==> src/rtl/cdb_writeback_arbiter_pkg.sv <==
// Shared RV32I result and CDB broadcast types for the writeback path.
package rv32i_types;

  localparam int CDB_ROB_ID_W = 8;
  localparam int PHYS_REG_W   = 6;

  typedef struct packed {
    logic        valid;
    logic [31:0] pc_rdata;
    logic [31:0] insn;
    logic [4:0]  rd_addr;
    logic [31:0] rd_wdata;
  } rvfi_t;

  typedef struct packed {
    logic [CDB_ROB_ID_W-1:0] rob_id;
  } rob_t;

  typedef struct packed {
    rob_t  rob;
    rvfi_t rvfi;
  } reservation_entry_t;

  typedef struct packed {
    logic [PHYS_REG_W-1:0] rd;
  } rat_t;

  typedef struct packed {
    logic [4:0] rd_s;
  } inst_t;

  typedef struct packed {
    reservation_entry_t reservation_entry;
    rat_t               rat;
    inst_t              inst;
  } inst_info_t;

  typedef struct packed {
    logic        ready_for_writeback;
    inst_info_t  inst_info;
    logic [31:0] register_value;
  } fu_output_t;

  typedef struct packed {
    logic                    valid;
    logic [CDB_ROB_ID_W-1:0] rob_id;
    logic [PHYS_REG_W-1:0]   rd_phys;
    logic                    rd_we;
    logic [31:0]             value;
    rvfi_t                   rvfi;
  } cdb_t;

endpackage

==> src/rtl/cdb_writeback_arbiter_fifo.sv <==
// Per-FU result buffer: circular FIFO of fu_output_t; flush empties it in one cycle and wins over push/pop.
module fu_wb_fifo
  import rv32i_types::*;
#(
  parameter int DEPTH = 2
) (
  input  logic       clk,
  input  logic       rst_n,
  input  logic       push,
  input  logic       pop,
  input  logic       flush,
  input  fu_output_t din,
  output logic       full,
  output logic       empty,
  output fu_output_t head
);

  localparam int PTR_W = (DEPTH > 1) ? $clog2(DEPTH) : 1;
  localparam int CNT_W = $clog2(DEPTH + 1);

  fu_output_t       mem_q [DEPTH];
  fu_output_t       mem_d [DEPTH];
  logic [PTR_W-1:0] rd_ptr_q, rd_ptr_d;
  logic [PTR_W-1:0] wr_ptr_q, wr_ptr_d;
  logic [CNT_W-1:0] count_q, count_d;

  // Explicit wrap so DEPTH need not be a power of two.
  function automatic logic [PTR_W-1:0] ptr_inc(input logic [PTR_W-1:0] p);
    return (p == PTR_W'(DEPTH - 1)) ? '0 : p + PTR_W'(1);
  endfunction

  always_comb begin
    mem_d    = mem_q;
    rd_ptr_d = rd_ptr_q;
    wr_ptr_d = wr_ptr_q;
    count_d  = count_q;
    if (flush) begin
      rd_ptr_d = '0;
      wr_ptr_d = '0;
      count_d  = '0;
    end else begin
      if (push) begin
        mem_d[wr_ptr_q] = din;
        wr_ptr_d        = ptr_inc(wr_ptr_q);
      end
      if (pop) rd_ptr_d = ptr_inc(rd_ptr_q);
      case ({push, pop})
        2'b10:   count_d = count_q + CNT_W'(1);
        2'b01:   count_d = count_q - CNT_W'(1);
        default: count_d = count_q;
      endcase
    end
  end

  always_ff @(posedge clk or negedge rst_n) begin
    if (!rst_n) begin
      mem_q    <= '{default: '0};
      rd_ptr_q <= '0;
      wr_ptr_q <= '0;
      count_q  <= '0;
    end else begin
      mem_q    <= mem_d;
      rd_ptr_q <= rd_ptr_d;
      wr_ptr_q <= wr_ptr_d;
      count_q  <= count_d;
    end
  end

  assign full  = (count_q == CNT_W'(DEPTH));
  assign empty = (count_q == '0);
  assign head  = mem_q[rd_ptr_q];

endmodule

==> src/rtl/cdb_writeback_arbiter.sv <==
// Round-robin CDB writeback arbiter: per-FU result FIFOs feeding one registered broadcast per cycle.
// Define CDB_BYPASS_EN to let an empty FU's incoming result compete directly for the CDB register.
module cdb_writeback_arbiter
  import rv32i_types::*;
#(
  parameter int NUM_FU     = 4,
  parameter int FIFO_DEPTH = 2
) (
  input  logic              clk,
  input  logic              rst_n,
  input  logic              flush,
  input  fu_output_t        fu_out [NUM_FU],
  output logic [NUM_FU-1:0] fu_ready,
  output cdb_t              cdb
);

  localparam int RR_W = (NUM_FU > 1) ? $clog2(NUM_FU) : 1;

  logic [NUM_FU-1:0] full, empty, push, pop, hs, eligible;
  fu_output_t        head [NUM_FU];
  fu_output_t        sel;
  logic [RR_W-1:0]   rr_ptr_q, rr_ptr_d;
  logic [RR_W-1:0]   winner, cand;
  logic              grant, bypass_used;
  cdb_t              cdb_q, cdb_d;

  for (genvar g = 0; g < NUM_FU; g++) begin : g_fifo
    fu_wb_fifo #(.DEPTH(FIFO_DEPTH)) u_fifo (
      .clk   (clk),
      .rst_n (rst_n),
      .push  (push[g]),
      .pop   (pop[g]),
      .flush (flush),
      .din   (fu_out[g]),
      .full  (full[g]),
      .empty (empty[g]),
      .head  (head[g])
    );
    assign hs[g] = fu_out[g].ready_for_writeback & fu_ready[g];
  end

  assign fu_ready = ~full & {NUM_FU{~flush}};

`ifdef CDB_BYPASS_EN
  assign eligible = ~empty | hs;
`else
  assign eligible = ~empty;
`endif

  // Scan from farthest to nearest so the first eligible index at/after rr_ptr is the last one written.
  always_comb begin
    grant  = 1'b0;
    winner = rr_ptr_q;
    cand   = '0;
    for (int k = NUM_FU - 1; k >= 0; k--) begin
      cand = RR_W'((int'(rr_ptr_q) + k) % NUM_FU);
      if (eligible[cand]) begin
        grant  = 1'b1;
        winner = cand;
      end
    end
  end

  // An empty winner can only have qualified through the bypass path.
  assign bypass_used = grant & empty[winner];
  assign sel         = bypass_used ? fu_out[winner] : head[winner];

  always_comb begin
    for (int i = 0; i < NUM_FU; i++) begin
      pop[i]  = !flush && grant && !bypass_used && (winner == RR_W'(i));
      push[i] = hs[i] && !(bypass_used && (winner == RR_W'(i)));
    end
  end

  always_comb begin
    cdb_d       = cdb_q;
    cdb_d.valid = 1'b0;
    rr_ptr_d    = rr_ptr_q;
    if (!flush && grant) begin
      cdb_d.valid         = sel.ready_for_writeback;
      cdb_d.rob_id        = sel.inst_info.reservation_entry.rob.rob_id;
      cdb_d.rd_phys       = sel.inst_info.rat.rd;
      cdb_d.rd_we         = |sel.inst_info.inst.rd_s;
      cdb_d.value         = sel.register_value;
      cdb_d.rvfi          = sel.inst_info.reservation_entry.rvfi;
      cdb_d.rvfi.rd_wdata = sel.register_value;
      rr_ptr_d            = (winner == RR_W'(NUM_FU - 1)) ? '0 : winner + RR_W'(1);
    end
  end

  always_ff @(posedge clk or negedge rst_n) begin
    if (!rst_n) begin
      rr_ptr_q <= '0;
      cdb_q    <= '0;
    end else begin
      rr_ptr_q <= rr_ptr_d;
      cdb_q    <= cdb_d;
    end
  end

  assign cdb = cdb_q;

endmodule

==> config.mk <==
export PLATFORM = sky130hd
export DESIGN_NAME = cdb_writeback_arbiter
export DESIGN_NICKNAME = d
export VERILOG_FILES = /design/src/rtl/cdb_writeback_arbiter_pkg.sv /design/src/rtl/cdb_writeback_arbiter_fifo.sv /design/src/rtl/cdb_writeback_arbiter.sv
export SDC_FILE = /design/constraint.sdc
export NUM_CORES = 2
export LEC_CHECK = 0
export ABC_CLOCK_PERIOD_IN_PS = 4370
export CAP_MARGIN = 20
export CORE_AREA = 2 2 304 306
export DETAILED_ROUTE_END_ITERATION = 12
export DIE_AREA = 0 0 306 308
export GPL_TIMING_DRIVEN = 0
export PLACE_DENSITY = 0.81
export SLEW_MARGIN = 20
export SYNTH_ARGS = -nofsm -noshare
export SYNTH_HDL_FRONTEND = slang
export SYNTH_SLANG_ARGS = --single-unit
==> constraint.sdc <==
create_clock -name clk -period 4.37 [get_ports clk]
set_clock_uncertainty 0.1 [all_clocks]
set_input_delay 0.874 -clock clk [delete_from_list [all_inputs] [get_ports clk]]
set_output_delay 0.874 -clock clk [all_outputs]
set_load 0.02 [all_outputs]
==> flow_summary.yaml <==
synth:
  synth.avg_cell_area_um2: 13.56
  ys_ff_latch: 1112
  synth_cell_types: 41
  syn_area_um2: 50150
  synthCells: 3698
  synth_top_area_share_pct: 55.48
  yosysWarnings: 0
  ys_top_cells_by_area: "dfrtp_1 55%, mux2_2 27%, mux2i_1 4.7%, o211ai_1 3.5%, o21ai_0 1.4%"
  synth-async-reset-ratio_pct: 100.0
  synth_ff_type: "dfrtp_1"
  synth_top_cell_by_area: "dfrtp_1"
  synth_fp_nets: 4321
  seq_area_frac_synth_pct: 55.48
  synth_edf_count: 0
job:
  maxCapViolCount: 0
worst_hold_path:
  min_path_type: "reg2reg"
clock_tree:
  cts_buffer_depth: 3
  cts_made_buffers: 115
  clk_pin_slew_worst_paths_ns: 0.06
  tritoncts: "yes"
  ctsResizeCount: 0
  cts-root-buf: "clkbuf_16"
  clk_latency_ns: 0.70
  cts_htree_levels: 3
  cts_num_sinks: 1112
timing:
  finalCritPeriodShare_pct: 84.05
  clock.fmax_mhz: 272.3
  max_slew.worst_pin.slew_ns: 1.100
  slew_violations: 0
  slew_headroom_pct: 26.64
  fin_ws_ns: 0.6971
  finalHoldViolations: 0
  rsz0062_at_grt: "false"
  final.min_clock_period_ns: 3.673
  setup_tns_ns: 0
  setup_viol: 0
worst_setup_path:
  worst_path_most_repeated_cell: "clkdlybuf4s50_1"
  cpPeakStageDelay_ns: 0.88
  path_max_fanout: 10
  critPathRequiredTime_ns: 3.40
  end_kind: "output port"
  crit_type: "in2out"
  ff2ff_setup_slack_ns: 0.78
  slowest_stage: "clkdlybuf4s50_1"
  cp.arrival_ns: 2.70
  cp_cell_sequence: "clkdlybuf4s50_1 > buf_2 > a21oi_1 > clkdlybuf4s50_1"
  start_kind: "input port"
drt:
  drt_wl_total_mm: 163.3
  vias_per_cell: 6.041
  vias: 35034
  firstDrtPassIters: 7
  drtIter0Drc: 2682
  drtAntennaViolNets: 0
  drt-wirelength-per-cell_um: 28.16
  drc: 0
cells_and_area:
  final_util_pct: 68.55
  fill_cells: 6528
  fin_cells: 5799
  regArea_um2: 27830
  nets: 5092
  multi_input_area_um2: 20660
  drive_gt1_share_pct: 35.20
  layout-area-overhead-vs-synth_pct: 24.33
power:
  peakVddDrop_uv: 494.4
  leakage_nw: 25.66
  p_per_area_nw_per_um2: 756.8
status:
  outcome: "complete, no violations"
grt:
  grt_max_degree: 150
  overflow: 0
  antenna_found_initial: 78
  grt_pass1_wl_mm: 236.4
  grt_pass1_vias: 35753
  grtUsageTotal_pct: 34.18
floorplan:
  core_um2: 90970
  die_width_um: 306
  io_pins: 773
  start_util_pct: 55.13
  rows: 111
  die_h_um: 308
  dieArea_um2: 94250
place:
  dp_cells: 5536
  place_ws_ns: 0.1888
  hpwl_mm: 117.0
  routabilityCongestion: 0.8657
  portBuffers: 644
-- registers in the layout (all words and copies together), names as in the netlist --
register and count:
g_fifo.u_fifo.mem_q 976, cdb 118, g_fifo.u_fifo.count_q 8, g_fifo.u_fifo.rd_ptr_q 4, g_fifo.u_fifo.wr_ptr_q 4, rr_ptr_q 2
-- routing by layer --
| metal | track usage, % | wire, um | vias to the layer above |
|---|---|---|---|
| met5 | 0 | 329 | - |
| met4 | 14.34 | 6307 | 52 |
| met3 | 8.184 | 11850 | 334 |
| met2 | 54.88 | 78090 | 1300 |
| met1 | 44.67 | 66730 | 18327 |
| li1 | - | - | 15021 |
-- kinds of logic after synthesis --
kind of cell	Yosys count	synth area share [%]
mux	1438	31.70
flops	1112	55.48
compound gates	502	6.289
buf+inv	315	3.313
simple gates	313	2.869
xor+xnor	14	0.2445
fa+ha+maj	4	0.09980
-- worst paths after layout --
path / from / to / depth (start not counted)
max: flush / fu_ready[0] / 4
min: g_fifo[1].u_fifo.mem_q[307] / g_fifo[1].u_fifo.mem_q[307] / 1
max reg2reg: g_fifo[0].u_fifo.count_q[1] / cdb[68] / 9
min reg2reg: g_fifo[1].u_fifo.mem_q[307] / g_fifo[1].u_fifo.mem_q[307] / 1
max in group asynchronous: rst_n / g_fifo[0].u_fifo.mem_q[109] / 5
min in group asynchronous: rst_n / g_fifo[1].u_fifo.mem_q[16] / 2
-- cell usage in the layout, fill, tap and decap left out, drive strengths merged, types with 103 or more instances in the layout --
cell and n:
mux2 1202, dfrtp 1112, clkdlybuf4s50 643, clkbuf 267
mux2i 236, o211ai 234, buf 229, o21ai 143
nand2 135, nor3 104, a21oi 103
-- synth_stat cells, drive strengths merged, types with 3 or more instances --
library cell     n
xor2             6
nand2b           9
xnor2            8
dfrtp         1112
nor2            23
a21oi          103
nor4             3
nand3           26
ha               4
mux2          1202
o211ai         234
a211oi           6
mux2i          236
o221ai           3
nand2          135
buf            219
o21ai          143
a31oi            4
or2              8
clkbuf          85
nor3           104
inv             11
or4              4
-- final cells by class --
class	instances	share of cell area (%)
Clock buffer	182	5.647
Inverter	11	0.06622
Clock inverter	29	0.5799
Tap cell	1186	2.380
Timing Repair Buffer	654	10.75
Buffer	304	2.609
Sequential cell	1112	44.63
Antenna cell	50	0.2007
Multi-Input combinational cell	2271	33.14
-- metrics by stage --
stage / power, mW / hold slack, ns / instance area, um2
2_1_floorplan: 29.24 / 0.3285 / 50150
3_3_place_gp: 36.32 / 0.3499 / 58080
6_report: 47.19 / 0.3693 / 62350
5_1_grt: 49.36 / 0.3868 / 62340
3_5_place_dp: 36.79 / 0.3522 / 58330
4_1_cts: 46.99 / 0.3715 / 62220
-- what timing repair did --
action | in CTS | in global routing
hold endpoints to repair | 48 | 0
setup buffers | 0 | 0
endpoints found under the setup margin | 0 | 0
hold buffers | 1 | 0
-- critical path, delay by kind of cell --
kind | cells | cell delay (ns)
buffers and inverters | 3 | 1.53
AOI/OAI and AO/OA | 1 | 0.29
-- where the power goes --
group | switching [mW] | total (mW) | internal (mW)
Clock | 4.18 | 10.1 | 5.91
Sequential | 2.55 | 17.5 | 14.9
Combinational | 10.8 | 19.6 | 8.87
Total | 17.5 | 47.2 | 29.7
Note: power is estimated with default switching activity, not from simulation.
